<file path="src/rtl/rf_wr_sched_pkg.sv">
// rtl/rf_wr_sched_pkg.sv - shared types and widths for the register-file write scheduler
package rf_wr_sched_pkg;

    localparam int ADDR_W = 3;
    localparam int DATA_W = 4;

    typedef enum logic {
        ST_INIT = 1'b0,
        ST_ARB  = 1'b1
    } state_t;

endpackage

</file>
<file path="src/rtl/rf_wr_sched_rr_arb2.sv">
// rtl/rf_wr_sched_rr_arb2.sv - two-way round-robin arbiter
//
// Ports:
//   req  [1:0]  request vector (bit i = requester i)
//   last        index of the most recently granted requester
//   gnt  [1:0]  one-hot grant (all zero when nothing requests)
module rr_arb2 (
    input  logic [1:0] req,
    input  logic       last,
    output logic [1:0] gnt
);

    // Under contention the requester that did not win last time gets the grant.
    assign gnt[0] = req[0] & (~req[1] | last);
    assign gnt[1] = req[1] & (~req[0] | ~last);

endmodule

</file>
<file path="src/rtl/rf_wr_sched.sv">
// rtl/rf_wr_sched.sv - initialises a register file, then arbitrates two write requesters onto its write port
//
// Ports:
//   clk, rst                  clock, synchronous active-low reset
//   init_req                  pulse: clear the register file again (ignored while clearing)
//   req0_* / req1_*           valid/addr/data write requests with combinational ready
//   w_wr, w_addr, w_data      registered register-file write port
//   init_busy                 registered, 1 while clearing writes are on the write port
//   last_grant                registered index of the most recently granted requester
module rf_wr_sched
    import rf_wr_sched_pkg::*;
#(
    parameter logic [DATA_W-1:0] INIT_VALUE  = 4'h0,
    parameter int                NUM_ENTRIES = 8
) (
    input  logic              clk,
    input  logic              rst,
    input  logic              init_req,
    input  logic              req0_valid,
    input  logic [ADDR_W-1:0] req0_addr,
    input  logic [DATA_W-1:0] req0_data,
    output logic              req0_ready,
    input  logic              req1_valid,
    input  logic [ADDR_W-1:0] req1_addr,
    input  logic [DATA_W-1:0] req1_data,
    output logic              req1_ready,
    output logic              w_wr,
    output logic [ADDR_W-1:0] w_addr,
    output logic [DATA_W-1:0] w_data,
    output logic              init_busy,
    output logic              last_grant
);

    localparam logic [ADDR_W-1:0] LAST_ADDR = ADDR_W'(NUM_ENTRIES - 1);

    state_t            state;
    state_t            state_nxt;
    logic [ADDR_W-1:0] cnt;
    logic [ADDR_W-1:0] cnt_nxt;
    logic              arb_en;
    logic [1:0]        gnt;
    logic              xfer;

    rr_arb2 u_arb (
        .req  ({req1_valid, req0_valid}),
        .last (last_grant),
        .gnt  (gnt)
    );

    always_ff @(posedge clk) begin
        if (!rst) begin
            state <= ST_INIT;
            cnt   <= '0;
        end else begin
            state <= state_nxt;
            cnt   <= cnt_nxt;
        end
    end

    // The counter saturates on the last entry; it only returns to zero when
    // a new clearing pass starts.
    always_comb begin
        state_nxt = state;
        cnt_nxt   = cnt;
        arb_en    = 1'b0;
        case (state)
            ST_INIT: begin
                if (cnt == LAST_ADDR) begin
                    state_nxt = ST_ARB;
                end else begin
                    cnt_nxt = cnt + 1'b1;
                end
            end
            ST_ARB: begin
                if (init_req) begin
                    state_nxt = ST_INIT;
                    cnt_nxt   = '0;
                end else begin
                    arb_en = 1'b1;
                end
            end
            default: begin
                state_nxt = ST_INIT;
                cnt_nxt   = '0;
            end
        endcase
    end

    assign req0_ready = arb_en & gnt[0];
    assign req1_ready = arb_en & gnt[1];
    assign xfer       = req0_ready | req1_ready;

    // Write port and status are registered so the register file sees a clean
    // one-cycle-late copy of whatever was issued or accepted this cycle.
    always_ff @(posedge clk) begin
        if (!rst) begin
            w_wr       <= 1'b0;
            w_addr     <= '0;
            w_data     <= '0;
            init_busy  <= 1'b1;
            last_grant <= 1'b1;
        end else if (state == ST_INIT) begin
            w_wr      <= 1'b1;
            w_addr    <= cnt;
            w_data    <= INIT_VALUE;
            init_busy <= 1'b1;
        end else begin
            init_busy <= 1'b0;
            w_wr      <= xfer;
            if (xfer) begin
                w_addr     <= req1_ready ? req1_addr : req0_addr;
                w_data     <= req1_ready ? req1_data : req0_data;
                last_grant <= req1_ready;
            end
        end
    end

endmodule

</file>
<file path="config.mk">
export PLATFORM = sky130hd
export DESIGN_NAME = rf_wr_sched
export DESIGN_NICKNAME = d
export VERILOG_FILES = /design/src/rtl/rf_wr_sched_pkg.sv /design/src/rtl/rf_wr_sched_rr_arb2.sv /design/src/rtl/rf_wr_sched.sv
export SDC_FILE = /design/constraint.sdc
export NUM_CORES = 1
export LEC_CHECK = 0
export ABC_AREA = 0
export ABC_CLOCK_PERIOD_IN_PS = 1200
export CORE_MARGIN = 8
export CORE_UTILIZATION = 36
export CTS_CLUSTER_DIAMETER = 30
export CTS_CLUSTER_SIZE = 20
export DETAILED_ROUTE_END_ITERATION = 6
export PLACE_DENSITY_LB_ADDON = 0.2
export SLEW_MARGIN = 20
export SYNTH_ARGS = -nofsm -noshare
export SYNTH_HDL_FRONTEND = slang
export SYNTH_SLANG_ARGS = --single-unit
</file>
<file path="constraint.sdc">
create_clock -name clk -period 1.2 [get_ports clk]
set_input_delay 0.24 -clock clk [delete_from_list [all_inputs] [get_ports clk]]
set_output_delay 0.24 -clock clk [all_outputs]
set_load 0.01 [all_outputs]
</file>
Word-level counts from Yosys, hierarchy flattened
Cells that the tools add are included.
- RAM bits: 0
- bits in latches: 0
- register bits after elaboration: 14
- logic and storage cells: 39
- memory bits (read-only): 0
- memories kept: 0
- div/mod/pow operators: 0
- multipliers: 0
- shift-type cells: 0
- equality and inequality tests: 4
- reduce and logical (&&, ||, !) cells: 3
- bitwise logic cells: 11
- add/subtract/negate cells: 1
- mux-type cells: 13
- $lt $le $gt $ge: 0
- operators with widths (cell ; count):
    $mux W3 ; 5
    $pmux W3 S2 ; 1
    $reduce_and A2 Y1 ; 3
    $mux W1 ; 5
    $and A1 B1 Y1 ; 4
    $mux W4 ; 1
    $ne A2 B2 Y1 const B ; 2
    $not A1 Y1 ; 4
    $add A3 B1 Y3 const B ; 1
    $eq A3 B3 Y1 const B ; 1
    $or A1 B1 Y1 ; 3
    $ne A2 B1 Y1 const B ; 1
    $pmux W1 S2 ; 1

Depth between registers and ports, before layout
Gate-level depths: netlist of run 1.
- depth after elaboration: 7
- mapped depth: 5
- gate-level depth less buffers: 5

Hierarchy
Synthesis of run 1 repeated with hierarchy kept, for this count alone.
- cells, all modules: 73
- area total of the unflattened synthesis: 680.7 um2
- modules (own cells, without submodules) (module ; cells each ; area an instance (um2) ; instances):
    rf_wr_sched ; 70 ; 661.9 ; 1
    rr_arb2 ; 3 ; 18.8 ; 1

Least setup slack after synthesis of run 1
No wires, ideal clock.
- path type: register to output
- start: reg state
- end: out req0_ready
- setup slack: 9 ps
- required time: 960 ps
- cell stages (with the launch flop): 5
- data arrival time: 951 ps
- buffers on the path: 2
- path through: dfxtp_1 buf_2 buf_2 nand3b_1 a21oi_1
- longest elaborated chain between the ends: 2
- ends and longest elaborated chain (item ; RTL line ; text):
    start, declared ; rf_wr_sched.sv:36 ; state_t state;
    start signal, assigned ; rf_wr_sched.sv:55 ; state <= state_nxt;
    $mux W1 ; rf_wr_sched.sv:66 ; case (state)
    $and A1 B1 Y1 ; rf_wr_sched.sv:89 ; assign req0_ready = arb_en & gnt[0];
    end, declared ; rf_wr_sched.sv:22 ; output logic req0_ready,
No other way between the ends.

Worst setup path in the final report of run 1
- start: reg state
- end: out req1_ready
- longest elaborated chain between the ends: 2
- ends and longest elaborated chain (item ; RTL line ; text):
    $mux W1 ; rf_wr_sched.sv:66 ;
    $and A1 B1 Y1 ; rf_wr_sched.sv:90 ; assign req1_ready = arb_en & gnt[1];
    end, declared ; rf_wr_sched.sv:26 ; output logic req1_ready,
No other way between the ends.

==> impl_metrics.tcl, run 1 <==
set metrics [dict create \
    layout_min_cycle_time_ns 1.31 \
    drv_slew 0 \
    cts_tree "done" \
    slew_headroom_pct 83.5 \
    p_leak_uw 0.000523 \
    wl_met3_um 158 \
    die_x_um 60.7 \
    dr.max_layer_used "met3" \
    worst_slew_pin_slew_ns 0.247 \
    yosysMostFrequentCell "nand2_1" \
    via_per_inst 4.81 \
    syn-instance-count 82 \
    nets 147 \
    hold_ws_ns 0.498 \
    max-cap-violations 0 \
    overflow 0 \
    grt_pass1_vias 816 \
    cts_buffers 3 \
    cp_cell_sequence "and2b_1, and2_1, buf_2" \
    finalHoldViolations 0 \
    synth_edf_count 0 \
    area_delta_synth_final_pct 65.0 \
    dieHeight_um 60.7 \
    multiInputGateArea_sq_um 445 \
    syn-cell-area_sq_um 719 \
    grt_max_degree 17 \
    violations "setup timing" \
    final-setup-viol-count 2 \
    ios 31 \
    synth_top_area_cell "dfxtp_1" \
    clk_latency_ns 0.27 \
    cp_slowest_cell "dfxtp_2" \
    met2_length_um 1040 \
    cts.sinks 14 \
    cp_top_family "flip-flops" \
    core-area_sq_um 1920 \
    ctsHoldBuffers 0 \
    synth_area_leaders "dfxtp_1, nand2_1, o211ai_1" \
    peakVddDrop_mv 0.450 \
    cp.required_ns 0.96 \
    cts_max_path_buffers 2 \
    syn_nets 103 \
    crit_arrival_ns 1.07 \
    critPathMaxStageDelay_ns 0.35 \
    worstSetupStartpoint "state$_SDFF_PN0_" \
    worstPathMaxFanout 3 \
    start_util_pct 37.4 \
    grt_setup_unrepaired "yes" \
    synth_common_cells "nand2_1, dfxtp_1, a21oi_1" \
    htreeDepth 1 \
    hold_class "primary input to flip-flop" \
    post-route-period-util_pct 109 \
    reg2reg_setup_slack_ns 0.04 \
    grt_pass1_wl_um 3440 \
    grt_usage_pct 12.3 \
    critPathLaunchType "flip-flop" \
    numPortBuffers 30 \
    p_per_area_nw_per_um2 810 \
    max_freq_ghz 0.766 \
    end_kind "primary output" \
    dpl_cell_area_sq_um 1110 \
    setup_ws_ns -0.105 \
    std_cell_rows 16 \
    drc_errors 0 \
    place.gp.congestion 0.811 \
    met1_length_um 835 \
    drt-total-wl_um 2030 \
    place_hpwl_um 1540 \
    netlist.area_leader.share_pct 39.0 \
    syn_avg_cell_area_sq_um 8.77 \
    drive_gt1_share_pct 29.0 \
    synth_warnings 0 \
    path_class "flip-flop to primary output" \
    filler_cell_count 195 \
    die_area_sq_um 3690 \
    outcome "finished, violations left" \
    crit_buf_inv 1 \
    path_clk_slew_ns 0.08 \
    r2r-start "state$_SDFF_PN0_" \
    n_antenna_cell 0 \
    clock_skew_ns 0.00382 \
    final_util_pct 61.8 \
    async_reset_ff_share_pct 0 \
    ys_types 26 \
    cts_root_buffer "clkbuf_4" \
    regArea_sq_um 287 \
    finalInstanceArea_sq_um 1190 \
    ys_seq_area_share_pct 39.0 \
    synth_seq_cells 14 \
    vias 726 \
    synthFlopType "dfxtp_1" \
    ant_nets 0 \
    wire_per_inst_um 13.4 \
    dr.pass1.iters 4 \
    worstHoldStart "req1_valid" \
    antenna_found_initial 0 \
    initialDrtViolationCount 5 \
]
-- sequential cells by signal, indices dropped and copies added (netlist names) --
signal and count:
w_data 4, cnt 3, w_addr 3, init_busy 1, last_grant 1, state 1, w_wr 1
-- cells in the final DEF (no fill, tap or decap), types with 3 or more instances in the layout --
| master | instances |
|---|---|
| a21oi_1 | 3 |
| a21oi_2 | 3 |
| a31oi_1 | 4 |
| buf_2 | 3 |
| buf_4 | 12 |
| clkbuf_4 | 3 |
| clkdlybuf4s50_1 | 15 |
| dfxtp_1 | 11 |
| dlygate4sd2_1 | 12 |
| nand2_1 | 17 |
| nor2_1 | 4 |
| o211ai_1 | 5 |
| o21ai_1 | 4 |
-- logic make-up after synthesis --
kind of cell,share of synthesized area (%)
AOI/OAI and AO/OA,25.6
adders and majority gates,3.48
buffers and inverters,6.09
DFF,39.0
muxes,5.22
and+or+nand+nor,20.7
-- what timing repair did --
item | 4_1_cts | 5_1_grt
resized for setup | 32 | 11
setup endpoints to repair | 21 | 9
pin swaps | 0 | 2
buffers inserted | 1 | 0
-- routing by layer --
metal	global-route usage [%]	up-vias
met4	2.99	0
met5	0	-
met3	5.93	0
met2	21.0	18
met1	13.4	331
li1	-	377
-- through the flow --
step	setup slack, ns	TNS [ns]	power (uW)	instances
4_1_cts	-0.101	-0.141	955	151
3_5_place_dp	-0.611	-6.01	702	147
2_1_floorplan	0.00946	0	582	82
3_3_place_gp	-0.613	-5.74	701	147
5_1_grt	-0.142	-0.325	1020	151
6_report	-0.105	-0.183	962	151
-- path summary, 6_finish.rpt --
path / cells after the start / end
max: 3 / req1_ready
min: 4 / last_grant$_SDFFE_PN1P_
max reg2reg: 4 / w_addr[1]$_SDFFE_PN0P_
min reg2reg: 1 / last_grant$_SDFFE_PN1P_
-- cell type report --
class                      count  share of cell area [%]
sequential                    14                    24.1
tap                           27                    2.85
multi-input combinational     61                    37.5
inverter                       2                   0.632
clock buffer                   3                    1.90
timing repair buffer          44                    33.0
-- power breakdown --
group	leakage (uW)	switching [uW]	internal [uW]	total (uW)
combinational	0.000394	77.9	129	207
sequential	0.000115	13.3	481	494
clock	0.0000138	144	116	261
total	0.000523	236	726	962
-- tightest hold or removal path, stage by stage --
cell           delay [ns]
dlygate4sd2_1        0.25
buf_6                0.13
nand2_1              0.05
o211ai_1             0.07
No activity file was read; power rests on OpenSTA's default activity.
==> inputs of run 2 (changes only) <==
--- a/config.mk
+++ b/config.mk
@@ -7,6 +7,7 @@
 export LEC_CHECK = 0
 export ABC_AREA = 0
 export ABC_CLOCK_PERIOD_IN_PS = 1200
+export CORE_ASPECT_RATIO = 0.75
 export CORE_MARGIN = 8
 export CORE_UTILIZATION = 36
 export CTS_CLUSTER_DIAMETER = 30
==> run 2 against run 1 <==
Via count rose by 1.9%. Sequential cell count did not move. Cell count fell by 2.6%. Core utilization fell by 1.4 points. Power rose by 8.8%. Register-to-register slack got worse by 0.04 ns. Critical endpoint unchanged. The flow still finishes with violations (setup timing). Largest cell class unchanged.
==> impl_metrics.tcl, run 2 (synthesized netlist as in run 1, its figures left out) <==
set metrics [dict create \
    outcome "finished, violations left" \
    violations "setup timing" \
    end_kind "primary output" \
    cp_top_family "flip-flops" \
    setup_ws_ns -0.0986 \
    grt_usage_pct 12.2 \
    die_x_um 67.6 \
    pwr-share-clk_pct 33.6 \
    ant_nets 0 \
    wire_per_inst_um 14.1 \
    initialDrtViolationCount 27 \
    final_common_cell "nand2_1" \
    reg_top3 "w_data x4, cnt x3, w_addr x3" \
    power_switching_uw 256 \
    crit_arrival_ns 1.06 \
    path_clk_slew_ns 0.09 \
    drive_gt1_share_pct 28.5 \
    antenna_found_initial 0 \
    peakVddDrop_mv 0.801 \
    clock_skew_ns 0.00234 \
    cp.required_ns 0.96 \
    htreeDepth 1 \
    worst_slew_pin_slew_ns 0.275 \
    via_per_inst 5.03 \
    grt_pass1_wl_um 3260 \
    cts_max_path_buffers 2 \
    p_leak_uw 0.000517 \
    grt_setup_unrepaired "yes" \
    drc_errors 0 \
    max-cap-violations 0 \
    numPortBuffers 30 \
    place_hpwl_um 1530 \
    drv_slew 0 \
    cts_root_buffer "clkbuf_4" \
    largest_reg_flops 4 \
    pwr-share-seq_pct 47.6 \
    path_class "flip-flop to primary output" \
    die_area_sq_um 3700 \
    layout_min_cycle_time_ns 1.30 \
    nets 145 \
    cts_tree "done" \
    cts_buffers 3 \
    max_freq_ghz 0.770 \
    std_cell_rows 14 \
    vias 740 \
    start_util_pct 37.0 \
    multiInputGateArea_sq_um 444 \
    clk_latency_ns 0.29 \
    regMostFlops "w_data" \
    regArea_sq_um 285 \
    slew_headroom_pct 81.7 \
    post-route-period-util_pct 108 \
    dr.pass1.iters 3 \
    place.gp.congestion 0.711 \
    grt_max_degree 17 \
    ctsHoldBuffers 0 \
    finalSetupTns_ns -0.173 \
    final-setup-viol-count 2 \
    worstPathMaxFanout 3 \
    area_delta_synth_final_pct 63.1 \
    filler_cell_count 194 \
    n_antenna_cell 0 \
    p_per_area_nw_per_um2 891 \
    layout_common_cells "nand2_1, clkdlybuf4s50_1, dlygate4sd2_1, buf_4, dfxtp_1" \
    drt-total-wl_um 2080 \
    dieHeight_um 54.7 \
    overflow 0 \
    critPathLaunchType "flip-flop" \
    cts.sinks 14 \
    p_int_uw 790 \
    pwr-share-comb_pct 18.8 \
    hold_ws_ns 0.497 \
    core-area_sq_um 1940 \
    ios 31 \
    swShare_pct 24.5 \
    hold_class "primary input to flip-flop" \
    cp_slowest_cell "dfxtp_2" \
    grt_pass1_vias 738 \
    crit_buf_inv 1 \
    finalHoldViolations 0 \
    critPathMaxStageDelay_ns 0.34 \
    cp_cell_sequence "and2b_1, and2_1, buf_2" \
]
[run 2: power groups by stage]
stage,logic (uW),registers (uW),clock network (uW)
floorplan,76.1,506,0
global placement,181,503,0
detailed placement,184,503,0
CTS,182,493,361
global route,217,501,386
finish,196,498,352
[run 2: worst reg2reg max path, cell delays in order (launching register included)]
cell and delay [ns]:
dfxtp_2 0.36, buf_6 0.18, mux2_1 0.34, a21oi_1 0.15
a311oi_2 0.06
[run 2: routing by layer]
metal  up-vias  global-route usage, %  share of wire [%]
met2        22                   20.3                 46
met3         2                   5.73                7.4
li1        374                      -                  -
met4         0                   6.23                1.3
met1       342                   12.9                 45
met5         -                      0                  0
[run 2: worst paths after layout]
kind                                   to  slack (ns)                 from  depth (start not counted)
setup / recovery               req1_ready        -0.1     state$_SDFF_PN0_                          3
hold / removal    last_grant$_SDFFE_PN1P_        0.50           req1_valid                          4
hold reg to reg       cnt[2]$_SDFFE_PN0P_        0.55  cnt[2]$_SDFFE_PN0P_                          2
setup reg to reg   w_addr[2]$_SDFFE_PN0P_           0     state$_SDFF_PN0_                          4
[run 2: cell type report]
class                           count  area share [%]
Clock buffer                        4            3.09
Timing Repair Buffer               42            31.6
Multi-Input combinational cell     61            37.8
Tap cell                           24            2.56
Inverter                            2           0.640
Sequential cell                    14            24.3
[run 2: repair_timing]
item,4_1_cts,5_1_grt
pin swaps,1,3
cloned,0,0
buffers inserted,2,2
resized for setup,29,10
setup endpoints to repair,22,11
[run 2: metrics by stage]
step / power (uW) / cell area (sq um) / instances / util, % / setup slack (ns)
3_3_place_gp: 684 / 1080 / 140 / 55.6 / -0.583
5_1_grt: 1100 / 1170 / 147 / 60.4 / -0.142
4_1_cts: 1040 / 1120 / 146 / 57.9 / -0.0908
3_5_place_dp: 688 / 1080 / 140 / 55.6 / -0.647
2_1_floorplan: 582 / 719 / 82 / - / 0.00946
6_report: 1050 / 1170 / 147 / 60.4 / -0.0986
